`src/rtl/lms_sequencer.sv`:
```
// rtl/lms_sequencer.sv - control sequencer for a time-multiplexed LMS adaptive FIR datapath
// One ready_in strobe runs: sample write, filter pass, error capture, optional coefficient update pass.
module lms_sequencer #(
  parameter int NTAPS    = 32,
  parameter int ADDR_W   = 5,
  parameter int PIPE_LAT = 2
) (
  input  logic              clk_in,
  input  logic              rst_in,
  input  logic              ready_in,
  input  logic              adapt_en_in,
  output logic              sample_we_out,
  output logic [ADDR_W-1:0] wr_ptr_out,
  output logic [ADDR_W-1:0] rd_addr_out,
  output logic [ADDR_W-1:0] coef_addr_out,
  output logic              mac_clear_out,
  output logic              mac_en_out,
  output logic              err_latch_out,
  output logic              coef_we_out,
  output logic [ADDR_W-1:0] coef_wr_addr_out,
  output logic              busy_out,
  output logic              done_out,
  output logic              overrun_out
);

  typedef enum logic [2:0] {IDLE, LOAD, FILT, FFLUSH, ERR, UPD, UFLUSH, DONE} state_t;

  localparam logic [ADDR_W-1:0] TAP_LAST   = ADDR_W'(NTAPS - 1);
  localparam logic [ADDR_W-1:0] FLUSH_LAST = ADDR_W'(PIPE_LAT - 1);

  state_t            state, state_nxt;
  logic [ADDR_W-1:0] k;
  logic [ADDR_W-1:0] wr_ptr;
  logic [ADDR_W-1:0] rd_hold, coef_hold;
  logic [ADDR_W-1:0] tap_rd;
  logic              pass;
  logic              overrun;
  logic [PIPE_LAT-1:0] dl_v;
  logic [ADDR_W-1:0]   dl_a [PIPE_LAT];

  // k doubles as the flush-cycle counter; it restarts at 0 on every state change.
  always_comb begin
    state_nxt = state;
    case (state)
      IDLE:    if (ready_in) state_nxt = LOAD;
      LOAD:    state_nxt = FILT;
      FILT:    if (k == TAP_LAST) state_nxt = FFLUSH;
      FFLUSH:  if (k == FLUSH_LAST) state_nxt = ERR;
      ERR:     state_nxt = adapt_en_in ? UPD : DONE;
      UPD:     if (k == TAP_LAST) state_nxt = UFLUSH;
      UFLUSH:  if (k == FLUSH_LAST) state_nxt = DONE;
      DONE:    state_nxt = IDLE;
      default: state_nxt = IDLE;
    endcase
  end

  assign pass   = (state == FILT) || (state == UPD);
  assign tap_rd = wr_ptr - k;

  always_ff @(posedge clk_in) begin
    if (rst_in) begin
      state     <= IDLE;
      k         <= '0;
      wr_ptr    <= '0;
      rd_hold   <= '0;
      coef_hold <= '0;
      overrun   <= 1'b0;
      dl_v      <= '0;
      for (int i = 0; i < PIPE_LAT; i++) dl_a[i] <= '0;
    end else begin
      state <= state_nxt;
      if (state_nxt != state || state == IDLE) k <= '0;
      else k <= k + 1'b1;
      if (pass) begin
        rd_hold   <= tap_rd;
        coef_hold <= k;
      end
      if (state == DONE) wr_ptr <= wr_ptr + 1'b1;
      if (ready_in && state != IDLE) overrun <= 1'b1;
      // Each update read reappears as a coefficient write PIPE_LAT cycles later.
      for (int i = PIPE_LAT - 1; i > 0; i--) begin
        dl_v[i] <= dl_v[i-1];
        dl_a[i] <= dl_a[i-1];
      end
      dl_v[0] <= (state == UPD);
      dl_a[0] <= k;
    end
  end

  assign sample_we_out    = (state == LOAD);
  assign mac_clear_out    = (state == LOAD);
  assign mac_en_out       = (state == FILT);
  assign err_latch_out    = (state == ERR);
  assign done_out         = (state == DONE);
  assign busy_out         = (state != IDLE);
  assign wr_ptr_out       = wr_ptr;
  assign rd_addr_out      = pass ? tap_rd : rd_hold;
  assign coef_addr_out    = pass ? k : coef_hold;
  assign coef_we_out      = dl_v[PIPE_LAT-1];
  assign coef_wr_addr_out = dl_v[PIPE_LAT-1] ? dl_a[PIPE_LAT-1] : '0;
  assign overrun_out      = overrun;

endmodule

```
`config.mk`:
```
export PLATFORM = sky130hd
export DESIGN_NAME = lms_sequencer
export DESIGN_NICKNAME = d
export VERILOG_FILES = /design/src/rtl/lms_sequencer.sv
export SDC_FILE = /design/constraint.sdc
export NUM_CORES = 1
export LEC_CHECK = 0
export CORE_AREA = 2 2 73 75
export CTS_BUF_LIST = sky130_fd_sc_hd__clkbuf_4 sky130_fd_sc_hd__clkbuf_8
export DETAILED_ROUTE_END_ITERATION = 8
export DIE_AREA = 0 0 75 77
export SYNTH_ARGS = -nofsm -noshare
export SYNTH_HDL_FRONTEND = slang
export SYNTH_SLANG_ARGS = --single-unit
```
`constraint.sdc`:
```
create_clock -name clk_in -period 1.86 [get_ports clk_in]
set_clock_uncertainty 0.1 [all_clocks]
set_input_delay 0.186 -clock clk_in [delete_from_list [all_inputs] [get_ports clk_in]]
set_output_delay 0.186 -clock clk_in [all_outputs]
set_load 0.02 [all_outputs]
```
==> impl_metrics.ini, run 1 <==
[logic_synthesis]
synth_top_area_frac = 0.429
synth_top_family_by_area = simple AND/OR/NAND/NOR gates
synth.top_cells.by_area = dfxtp_1, ha_1, nor2b_1
yosysSeqAreaShare = 0.429
synth_nets = 186
synthMuxAreaShare = 0.0446
synth_area_mm2 = 0.00168
yosysTopAreaCell = dfxtp_1
ys_ff_latch = 36
yosys.area_share.simple = 0.262
synth-warning-count = 0
synth-compound-area-share = 0.0967
synthAdderAreaFrac = 0.0714
synth.distinct_cells = 38
syn-mean-instance-area_um2 = 9.72
synth_cells = 173
synthXorXnorAreaFrac = 0.0469

[power_and_ir_drop]
pwr-share-seq = 0.455
p_leak_uw = 0.00111
p_sw_frac = 0.280
combPwrFrac = 0.239
ir_drop_mv = 0.460
power.share.clock = 0.306
intPower_uw = 1270
power_switching_uw = 495
p_per_area_mw_per_mm2 = 665

[setup_path]
start_kind = register
crit_arrival_ns = 1.93
crit_fanout = 2
r2r-start = k[1]
path_class = register to output pin
rrSetupSlack_ns = -0.01
end_kind = output pin
rr_worst_depth = 9
timing.rr.end = k[1]
crit_required_ns = 1.57

[cells_and_area]
seq_area_um2 = 739
multi_input_area_mm2 = 0.00103
layout-drive-gt1-share = 0.433
fillers = 474
final_cell_area_mm2 = 0.00266
final_core_util = 0.534
syn_to_final_growth_pct = 58.2
diodes = 0
nNetsFinal = 259

[min_path]
min_to = dl_a[0][7]
hp-start = dl_a[0][2]
hold-path-cell-count = 1
hold_class = register to register

[global_routing]
overflow = 0
first_global_vias = 1299
grt_usage = 0.140
grt_max_degree = 24
grt_pass1_wl_um = 6200
antenna_found_initial = 0

[floorplanning]
fp.dieW_um = 75
dieArea_mm2 = 0.00578
io_pins = 32
start_util = 0.338
fp-row-count = 26
die_h_um = 77
coreArea_mm2 = 0.00498

[place]
place_area_mm2 = 0.00228
hpwl_um = 2540
gp_congestion = 0.803
port_buffers = 31

[detailed_routing]
vias = 1407
dr.pass1.iters = 4
ant_nets = 0
routed_wl_um = 3720
drt_iter0_drc = 22
routed_via_density = 4.44
wl_per_cell_um = 11.7
drc_errors = 0

[sta]
drv_slew = 0
clock.fmax_mhz = 451
setup_tns_ns = -1.52
finalSetupViolCount = 11
max-slew-margin-rel = 0.756
rsz0062_at_grt = yes
fin_ws_ns = -0.355
finalHoldViolCount = 0
holdWs_ns = 0.331
layout_min_cycle_time_ns = 2.22
min_period_over_period = 1.19
worst_pin_slew_ns = 0.367

[outcome]
status = finished, violations left
failed_checks = setup timing

[clock_network]
cts_root_buf = clkbuf_8
cts_hold_buf = 0
clock_path_buffers = 2
clock-sinks = 36
clock_latency_ns = 0.29
htreeDepth = 2
cts_tree = yes
clk_pin_slew_ns = 0.07
cts_buffers = 5

[job]
max_cap_viol_count = 0
-- worst max-delay path: stages (launching register included) --
cell and delay (ns):
dfxtp_4 0.35, inv_2 0.04, ha_4 0.15, fa_2 0.34, nand2b_4 0.15, a21oi_4 0.14, xnor2_2 0.08, mux2_4 0.27
buf_6 0.13
-- worst max path at each step --
stage | from | to | slack [ns] | cells past startpoint
after global routing | wr_ptr_out[0] | rd_addr_out[4] | -0.42 | 8
after global placement | wr_ptr_out[0] | rd_addr_out[4] | -0.49 | 8
final | wr_ptr_out[0] | rd_addr_out[4] | -0.36 | 8
after floorplan | wr_ptr_out[0] | rd_hold[4] | -0.06 | 8
after detailed placement | wr_ptr_out[0] | rd_addr_out[4] | -0.52 | 8
after CTS | wr_ptr_out[0] | rd_addr_out[4] | -0.41 | 8
-- cell usage in the layout (no fill, tap or decap), types with 5 or more instances in the layout --
master,netlist,routed
and2_1,5,5
mux2_4,2,6
dfxtp_1,36,29
clkdlybuf4s50_1,0,15
dlygate4sd2_1,0,5
a21oi_1,7,5
nor3_1,9,7
clkbuf_8,0,5
ha_1,8,5
nor2b_1,14,14
buf_6,3,13
inv_1,7,6
nor2_1,21,18
buf_4,1,37
nand2_1,8,7
-- power groups by stage --
stage	clock network [uW]	logic (uW)	registers, uW
floorplan	0	203	824
global placement	0	324	820
detailed placement	0	325	820
CTS	554	401	807
global route	595	452	808
finish	541	423	805
-- metal layers --
| metal | global-route usage | share of wire | wire [um] | up-vias |
|---|---|---|---|---|
| met1 | 0.182 | 0.44 | 1620 | 652 |
| met2 | 0.225 | 0.51 | 1890 | 31 |
| met3 | 0.0394 | 0.048 | 179 | 4 |
| met4 | 0.0375 | 0.0091 | 34 | 0 |
| li1 | - | - | - | 720 |
| met5 | 0 | 0 | 0 | - |
-- Yosys cell counts --
master    count
a21oi_1       7
mux2_4        2
and2_1        5
xnor2_1       4
mux2_2        4
nor2_2        1
nor2_1       21
o21ai_0       3
dfxtp_1      36
nor2b_1      14
o21a_1        1
fa_1          1
o22ai_4       1
buf_4         1
o21ai_2       1
buf_2         1
nand2b_1      5
o22ai_2       1
o21ba_2       1
nor2b_4       2
a21o_1        1
nand2b_4      1
nor4_1        1
xor2_1        5
nor4b_4       1
inv_1         7
clkbuf_1      3
nand4_1       3
buf_6         3
and3_1        2
nand2_1       8
nor3_1        9
a221oi_1      1
and2b_1       3
ha_1          8
a21oi_2       3
nand3_1       1
o221a_2       1
-- sequential cells by signal, indices dropped and copies added, names as in the netlist --
register     flops
wr_ptr_out       5
dl_v             2
dl_a            10
state            3
coef_hold        5
rd_hold          5
overrun_out      1
k                5
-- through the flow --
stage | total power [uW] | std cells | worst slack [ns]
finish | 1770 | 317 | -0.355
global route | 1850 | 317 | -0.423
CTS | 1760 | 313 | -0.410
detailed placement | 1150 | 296 | -0.516
global placement | 1140 | 296 | -0.491
floorplan | 1030 | 173 | -0.0645
-- cell families (layout without fill, tap and decap cells) --
| family | Yosys count | in the layout |
|---|---|---|
| compound gates | 21 | 21 |
| xor+xnor | 9 | 9 |
| fa+ha+maj | 9 | 9 |
| buf+inv | 15 | 89 |
| flops | 36 | 36 |
| mux | 6 | 6 |
| simple gates | 77 | 77 |
-- area by class of cell --
class                      instances  area share
multi-input combinational        122       0.388
clock buffer                       5      0.0259
sequential                        36       0.278
inverter                           7     0.00988
tap                               70      0.0329
clock inverter                     3     0.00706
timing repair buffer              74       0.259
-- repair_timing --
item                                    in CTS  in global routing
pin swaps                                   17                 12
cloned                                       1                  0
gates resized for setup                     93                 17
setup buffers                                9                  8
endpoints found under the setup margin      23                 19
No activity file was read; power rests on OpenSTA's default activity.
==> inputs of run 2 (changes only) <==
- GPL_ROUTABILITY_DRIVEN: not set -> 0
==> results of run 2 <==
No change in the layout: final DEF, timing and power equal those of run 1.
==> inputs of run 3 (changes only) <==
- CELL_PAD_IN_SITES_DETAIL_PLACEMENT: not set -> 0
- CELL_PAD_IN_SITES_GLOBAL_PLACEMENT: not set -> 2
- CORE_AREA: 2 2 73 75 -> 2 2 78 80
- DIE_AREA: 0 0 75 77 -> 0 0 80 82
- PLACE_DENSITY_LB_ADDON: not set -> 0.1
==> impl_metrics.ini, run 3 (synthesis gave the netlist of run 1 again) <==
[setup_path]
rrSetupSlack_ns = 0.02
timing.rr.end = k[1]
crit_buf_inv = 2
path_delay_family = adder cells
crit_arrival_ns = 1.92
rr_worst_depth = 9
r2r-start = k[0]
crit_chain = inv_2 > ha_4 > fa_2 > nand2b_4 > a21oi_2 > xnor2_1 > mux2_4 > buf_6
path_class = register to output pin
crit_required_ns = 1.57
start_kind = register
max_stage_delay_ns = 0.35
crit_fanout = 2
end_kind = output pin
cp_slowest_cell = dfxtp_4
worstSetupPathDepth = 8

[global_routing]
met2_usage = 0.212
met1_usage = 0.165
overflow = 0
grt_usage = 0.132
antenna_found_initial = 0
grt_max_degree = 17
first_global_vias = 1390
groute.layer.met3.usage = 0.0429
grt_pass1_wl_um = 6570
top_usage_layer = met2

[floorplanning]
io_pins = 32
fp-row-count = 28
coreArea_mm2 = 0.00575
dieArea_mm2 = 0.00656
die_h_um = 82
start_util = 0.293
fp.dieW_um = 80

[sta]
drv_slew = 0
clock.fmax_mhz = 453
worst_pin_slew_ns = 0.347
finalSetupViolCount = 7
fin_ws_ns = -0.348
layout_min_cycle_time_ns = 2.21
max-slew-margin-rel = 0.769
rsz0062_at_grt = yes
finalHoldViolCount = 0
min_period_over_period = 1.19
setup_tns_ns = -1.03

[power_and_ir_drop]
power_uw = 2160
pwr-share-seq = 0.374
p_sw_frac = 0.226
combPwrFrac = 0.185
p_per_area_mw_per_mm2 = 801
p_leak_uw = 0.00113
power_switching_uw = 490
intPower_uw = 1670
power.share.clock = 0.442
ir_drop_mv = 0.506

[min_path]
hold_class = register to register
min_to = dl_a[0][7]
hold-path-cell-count = 1
hp-start = dl_a[0][2]

[detailed_routing]
wl_per_cell_um = 12.0
vias = 1387
dr.pass1.iters = 4
drc_errors = 0
drt_iter0_drc = 37
ant_nets = 0
routed_wl_um = 3870
routed_via_density = 4.31

[clock_network]
clk_pin_slew_ns = 0.07
cts_tree = yes
clock_latency_ns = 0.29
clock_path_buffers = 2
cts_root_buf = clkbuf_8
htreeDepth = 2
cts_buffers = 5
clock-sinks = 36

[cells_and_area]
top_register = dl_a
nNetsFinal = 259
diodes = 0
layout-drive-gt1-share = 0.413
layout_common_cells = buf_4, dfxtp_1, nor2_1
final_core_util = 0.470
fillers = 567
layout_commonest_cell = buf_4
syn_to_final_growth_pct = 60.6
largest_reg_flops = 10

[outcome]
failed_checks = setup timing
status = finished, violations left

[job]
max_cap_viol_count = 0

[place]
hpwl_um = 2800
port_buffers = 31
[run 3: how the worst max path moves through the flow]
stage	from	endpoint
finish	wr_ptr_out[0]	rd_addr_out[4]
global route	wr_ptr_out[0]	rd_addr_out[4]
CTS	wr_ptr_out[0]	rd_addr_out[4]
detailed placement	wr_ptr_out[0]	rd_addr_out[4]
global placement	wr_ptr_out[0]	rd_addr_out[4]
floorplan	wr_ptr_out[0]	rd_hold[4]
[run 3: cell type report]
type | instances | area, um^2 | share of cell area
inverters | 7 | 26.3 | 0.00973
well taps | 75 | 93.8 | 0.0348
clock inverters | 3 | 90.1 | 0.0334
repair buffers | 74 | 678 | 0.251
clock buffers | 5 | 68.8 | 0.0255
multi-input cells | 122 | 1010 | 0.373
flip-flops and latches | 36 | 737 | 0.273
[run 3: metal layers]
| metal | wire length (um) | up-vias |
|---|---|---|
| met5 | 0 | - |
| met4 | 74 | 0 |
| met3 | 136 | 7 |
| met2 | 1910 | 27 |
| met1 | 1750 | 636 |
| li1 | - | 717 |
[run 3: power groups by stage]
stage,Combinational (uW),Clock [uW],Sequential (uW)
floorplan,203,0,824
global placement,334,0,821
detailed placement,339,0,822
CTS,367,974,809
global route,430,1030,811
finish,399,954,808
[run 3: timing repair]
item | in CTS | in global routing
hold buffers | 0 | 0
buffers inserted | 8 | 5
pin swaps | 6 | 10
resized for setup | 74 | 22
setup endpoints to repair | 23 | 16
gates cloned | 0 | 0
[run 3: through the flow]
stage                     std cells  worst slack [ns]  hold WS, ns  instance area [um^2]
final                           322            -0.348        0.338                  2700
after global routing            322            -0.434        0.362                  2700
after CTS                       317            -0.368        0.343                  2580
after detailed placement        302            -0.473        0.326                  2300
after global placement          302            -0.448        0.324                  2300
after floorplan                 173           -0.0645        0.158                  1710
[run 3: worst register-to-register path: cells and delay by family, from the launching register on]
family / cells / cell delay, ns
simple gates: 5 / 0.62
buf+inv: 1 / 0.12
fa+ha+maj: 2 / 0.30
compound gates: 1 / 0.27
flops: 1 / 0.36
==> RTL change 1: new RTL, config.mk and constraints of run 3 <==
Register the output `err_latch_out`; this adds one clock of latency there. The other outputs are not delayed to match.
--- a/src/rtl/lms_sequencer.sv
+++ b/src/rtl/lms_sequencer.sv
@@ -90,7 +90,9 @@
   assign sample_we_out    = (state == LOAD);
   assign mac_clear_out    = (state == LOAD);
   assign mac_en_out       = (state == FILT);
-  assign err_latch_out    = (state == ERR);
+  always_ff @(posedge clk_in) begin
+    err_latch_out <= (state == ERR);
+  end
   assign done_out         = (state == DONE);
   assign busy_out         = (state != IDLE);
   assign wr_ptr_out       = wr_ptr;
Check against the original RTL: no difference found for any inputs over 10 cycles, from zero or initial values and one cycle with rst_in high; that may be too few to reach the edited logic, so the function may still have changed.
==> RTL change 1 against run 3 <==
The run still ends with negative setup slack left. Final area shrank 3.2%. First-iteration DRC count grew 11%. Core utilization shrank 1.5 points. Highest routed layer unchanged. Sequential cell count grew 1. Synthesized area grew 1.2%. Non-clock buffer count shrank 4. Total power shrank 6.0%. Routed wire length shrank 5.4%. Combinational power shrank 2%. Worst setup slack is essentially flat. Global-route usage shrank 0.90 points.
==> RTL change 1: results (changes against run 3) <==
- Violations in the final reports: negative setup slack (unchanged).
- The worst supply voltage drop on vdd was 321 uV (was 506 uV).
- The number of fill cells is 588 (was 567).
- The worst slew margin relative to its limit came to 0.745 (was 0.769).
- The sequential cell area fraction in the yosys report is 0.435 (was 0.429).
- The met3 global-route usage is 0.0363 (was 0.0429).
- The reported leakage power is 1.10 nW (was 1.13 nW).
- The post-placement cell count is 300 (was 302).
- The mean number of vias per cell was 4.29 (was 4.31).
- Cell types with the largest area share after synthesis: dfxtp_1, ha_1, nor2b_1, nor2_1, nor3_1 (unchanged).
- The post-synthesis net count was 187 (was 186).
- The post-layout worst setup margin came to -0.348 ns (about the same).
- The aggregate routed wire length is 3660 um (was 3870 um).
- The net switching fraction of the power is 0.239 (was 0.226).
- Status: finished, violations left (unchanged).
- The placement-stage cell area is 2300 um^2 (about the same).
- The combined global-route utilization of all metal layers is 0.123 (was 0.132).
- The total setup violations reported at the end of the flow is 14 (was 7).
- The internal reg-to-reg setup slack was -0.15 ns (was 0.02 ns).
- The setup TNS is -1.83 ns (was -1.03 ns).
- The detailed router's first-iteration violation count is 41 (was 37).
- The number of nets at the end of the flow is 256 (was 259).
- The total via count in the routed design was 1368 (was 1387).
- The met1 capacity usage during global routing was 0.148 (was 0.165).
- The met2 global-route usage is 0.206 (was 0.212).
[RTL change 1: cell types whose count changed in the layout (fill, tap and decap cells not counted), sizes merged]
cell and change:
buf -4, bufinv -1, clkdlybuf4s50 +1, clkinv +1, dfxtp +1, dlygate4sd2 -1
[RTL change 1: what timing repair did]
action                                  in CTS  in global routing
setup buffers                                3                  8
pin swaps                                    3                  4
cloned                                       0                  0
resized for setup                           62                 26
endpoints found under the setup margin      21                 17
[RTL change 1: worst max-delay path by stage]
stage / endpoint / slack (ns) / cells past startpoint
2_1_floorplan: rd_hold[4]$_SDFF_PP0_ / -0.06 / 8
3_3_place_gp: rd_addr_out[4] / -0.45 / 8
3_5_place_dp: rd_addr_out[4] / -0.46 / 8
4_1_cts: rd_addr_out[4] / -0.38 / 8
5_1_grt: rd_addr_out[4] / -0.43 / 8
6_report: rd_addr_out[4] / -0.35 / 8
[RTL change 1: layout make-up]
cell class | count | share of cell area
multi-input cells | 122 | 0.373
flip-flops and latches | 37 | 0.289
repair buffers | 70 | 0.241
clock inverters | 3 | 0.0249
inverters | 7 | 0.0100
well taps | 75 | 0.0359
clock buffers | 5 | 0.0263
[RTL change 1: logic make-up (layout without fill, tap and decap cells)]
group	Yosys count	in the layout	synth area share
xor+xnor	9	9	0.0463
buf+inv	15	85	0.0493
flops	37	37	0.435
simple gates	77	77	0.259
compound gates	21	21	0.0956
fa+ha+maj	9	9	0.0706
mux	6	6	0.0441
[RTL change 1: power by group through the flow]
stage	clock network (mW)	registers, mW	logic [mW]
after floorplan	0	0.846	0.203
after global placement	0	0.842	0.326
after detailed placement	0	0.843	0.329
after CTS	0.847	0.828	0.329
after global routing	0.878	0.830	0.427
final	0.814	0.827	0.391
[RTL change 1: layer usage]
layer	vias up	wire length, um
met5	-	0
li1	713	-
met3	5	124
met1	629	1630
met4	0	53
met2	21	1860
[RTL change 1: critical path: cells and delay by family (launching register included)]
kind	cells	cell delay (ns)
XOR/XNOR	1	0.08
buffers and inverters	2	0.17
AO/OA/AOI/OAI	1	0.14
adder cells (fa/ha/maj)	2	0.49
flip-flops	1	0.35
multiplexers	1	0.27
AND/OR/NAND/NOR	1	0.15
==> RTL change 2: new RTL, config.mk and constraints of run 3 <==
Made on the original files. `PIPE_LAT`: 2 -> 1.
--- a/src/rtl/lms_sequencer.sv
+++ b/src/rtl/lms_sequencer.sv
@@ -3,7 +3,7 @@
 module lms_sequencer #(
   parameter int NTAPS    = 32,
   parameter int ADDR_W   = 5,
-  parameter int PIPE_LAT = 2
+  parameter int PIPE_LAT = 1
 ) (
   input  logic              clk_in,
   input  logic              rst_in,
Formal check against the unedited RTL: same outputs for any inputs over 10 cycles, from zero or initial values and one cycle with rst_in high; that may be too few to reach the edited logic, so the function may still have changed.
==> RTL change 2 against run 3 <==
The flow still finishes with violations (negative setup slack). Final cell count shrank 5.6%. Final area shrank 8.3%. Sequential cell count shrank 6. Critical endpoint unchanged. Combinational power grew 66%. Routed wire length shrank 2.2%. Via count shrank 5.0%. Hold slack gained 0.035 ns. Core utilization shrank 3.9 points. Critical path type unchanged. Worst setup slack gained 0.014 ns. Synthesized area shrank 14%. Die area is the same. Total power shrank 8.6%.
==> RTL change 2: results (changes against run 3) <==
- The number of sequential storage elements was 30 (was 36).
- Violations in the final reports: negative setup slack (unchanged).
- The area fraction in compound gates after synthesis is 0.0856 (was 0.0967).
- The met1 capacity usage during global routing is 0.143 (was 0.165).
- The total setup violations reported at the end of the flow is 10 (was 7).
- Status: finished, violations left (unchanged).
- The detailed router's first-iteration violation count was 25 (was 37).
- The fraction of cell area in non-clock buffers was 0.253 (was 0.251).
- The sequential fraction of total cell area was 0.252 (was 0.273).
- The clock-cell share of area is 0.0445 (was 0.0589).
- The met3 global-route usage is 0.0308 (was 0.0429).
- The detailed route wirelength on metal2 was 1940 um (was 1910 um).
- The post-layout worst setup margin was -0.334 ns (was -0.348 ns).
- The mean number of vias per cell is 4.33 (was 4.31).
- The number of fill cells was 588 (was 567).
- The worst setup slack after placement came to -0.501 ns (was -0.473 ns).
- The origin of the worst setup path is wr_ptr_out[0]$_SDFFE_PP0N_ (was wr_ptr_out[0]$_SDFFE_PP0P_).
- The wire length per cell was 12.5 um (was 12.0 um).
- The largest net degree at the start of global routing was 16 (was 17).
- The mux share of post-synthesis cell area was 0.0467 (was 0.0446).
- The worst supply voltage drop on vdd came to 407 uV (was 506 uV).
- The first-pass GRT wire length is 6170 um (was 6570 um).
- The fraction of synthesized cell area in xor and xnor cells is 0.0545 (was 0.0469).
- The share of layout cells above drive strength 1 was 0.467 (was 0.413).
- The non-clock buffer count in the final layout is 71 (was 74).
- The sequential cell area fraction in the yosys report is 0.415 (was 0.429).
- The detailed-routed wire length on met3 is 141 um (was 136 um).
- The worst slew margin relative to its limit is 0.780 (was 0.769).
- The total of clock buffers placed in the layout is 8 (was 5).
- Synth top cells by count: dfxtp_1, nor2_1, nor2b_1 (unchanged).
- The combined global-route utilization of all metal layers came to 0.124 (was 0.132).
- The number of multi-input logic gates came to 112 (was 122).
- The depth of the worst hold-timing path is 2 (was 1).
- The met2 global-route usage is 0.221 (was 0.212).
- The post-synthesis net count is 172 (was 186).
- The total area of multi-input combinational cells is 986 um^2 (was 1010 um^2).
- The adder-cell share of the synthesized area is 0.0830 (was 0.0714).
- Cell types with the largest area share after synthesis: dfxtp_1, ha_1, nor2b_1, nor2_1, mux2_2 (was dfxtp_1, ha_1, nor2b_1, nor2_1, nor3_1).
- The estimated wirelength of the detail-placed design came to 2690 um (was 2800 um).
==> RTL change 2: cell count changes after synthesis, sizes merged, moves of 2 or more <==
cell	run 3	this run
a211oi	0	3
nor2	22	24
nand2b	6	2
nor3	9	3
dfxtp	36	30
nand2	8	5
and2b	3	0
a21oi	10	8
nor3b	0	4
==> RTL change 2: cells by family (layout without fill, tap and decap cells) <==
group                      count (synthesis)  count (layout)
muxes                                      6               6
AOI/OAI and AO/OA                         19              20
DFF                                       30              30
adders and majority gates                  9               9
xor gates and xnor gates                   9               9
buffers and inverters                     18              87
and+or+nand+nor                           68              68
==> RTL change 2: critical path: stages, from the launching register on <==
cell      delay (ns)
dfxtp_4         0.34
inv_2           0.04
ha_4            0.15
fa_2            0.33
nand2b_4        0.15
a21oi_4         0.14
xnor2_2         0.07
mux2_4          0.27
buf_6           0.13
==> RTL change 2: final timing paths <==
kind,end,slack (ns)
min,overrun_out$_SDFFE_PP0P_,0.37
min reg2reg,overrun_out$_SDFFE_PP0P_,0.37
max,rd_addr_out[4],-0.33
max reg2reg,k[1]$_SDFF_PP0_,-0.13
==> RTL change 2: through the flow <==
stage               power, mW  utilization  TNS, ns  cell area [um^2]
global route             2.08        0.431    -2.25              2470
finish                   1.98        0.431    -1.37              2470
floorplan                1.03            -   -0.109              1500
detailed placement       1.24        0.366    -3.83              2100
global placement         1.24        0.366    -3.53              2100
CTS                      1.91        0.404    -1.08              2320
==> RTL change 2: timing repair <==
action,CTS,global route
setup buffers,4,5
resized for setup,82,36
endpoints found under the setup margin,24,15
pin swaps,12,12
cloned,1,0
==> RTL change 2: power by group <==
part           internal [mW]  total (mW)  switching [mW]  leakage [nW]
Sequential             0.680       0.707          0.0275         0.248
Clock                  0.373       0.608           0.234        0.0575
Combinational          0.343       0.661           0.318         0.721
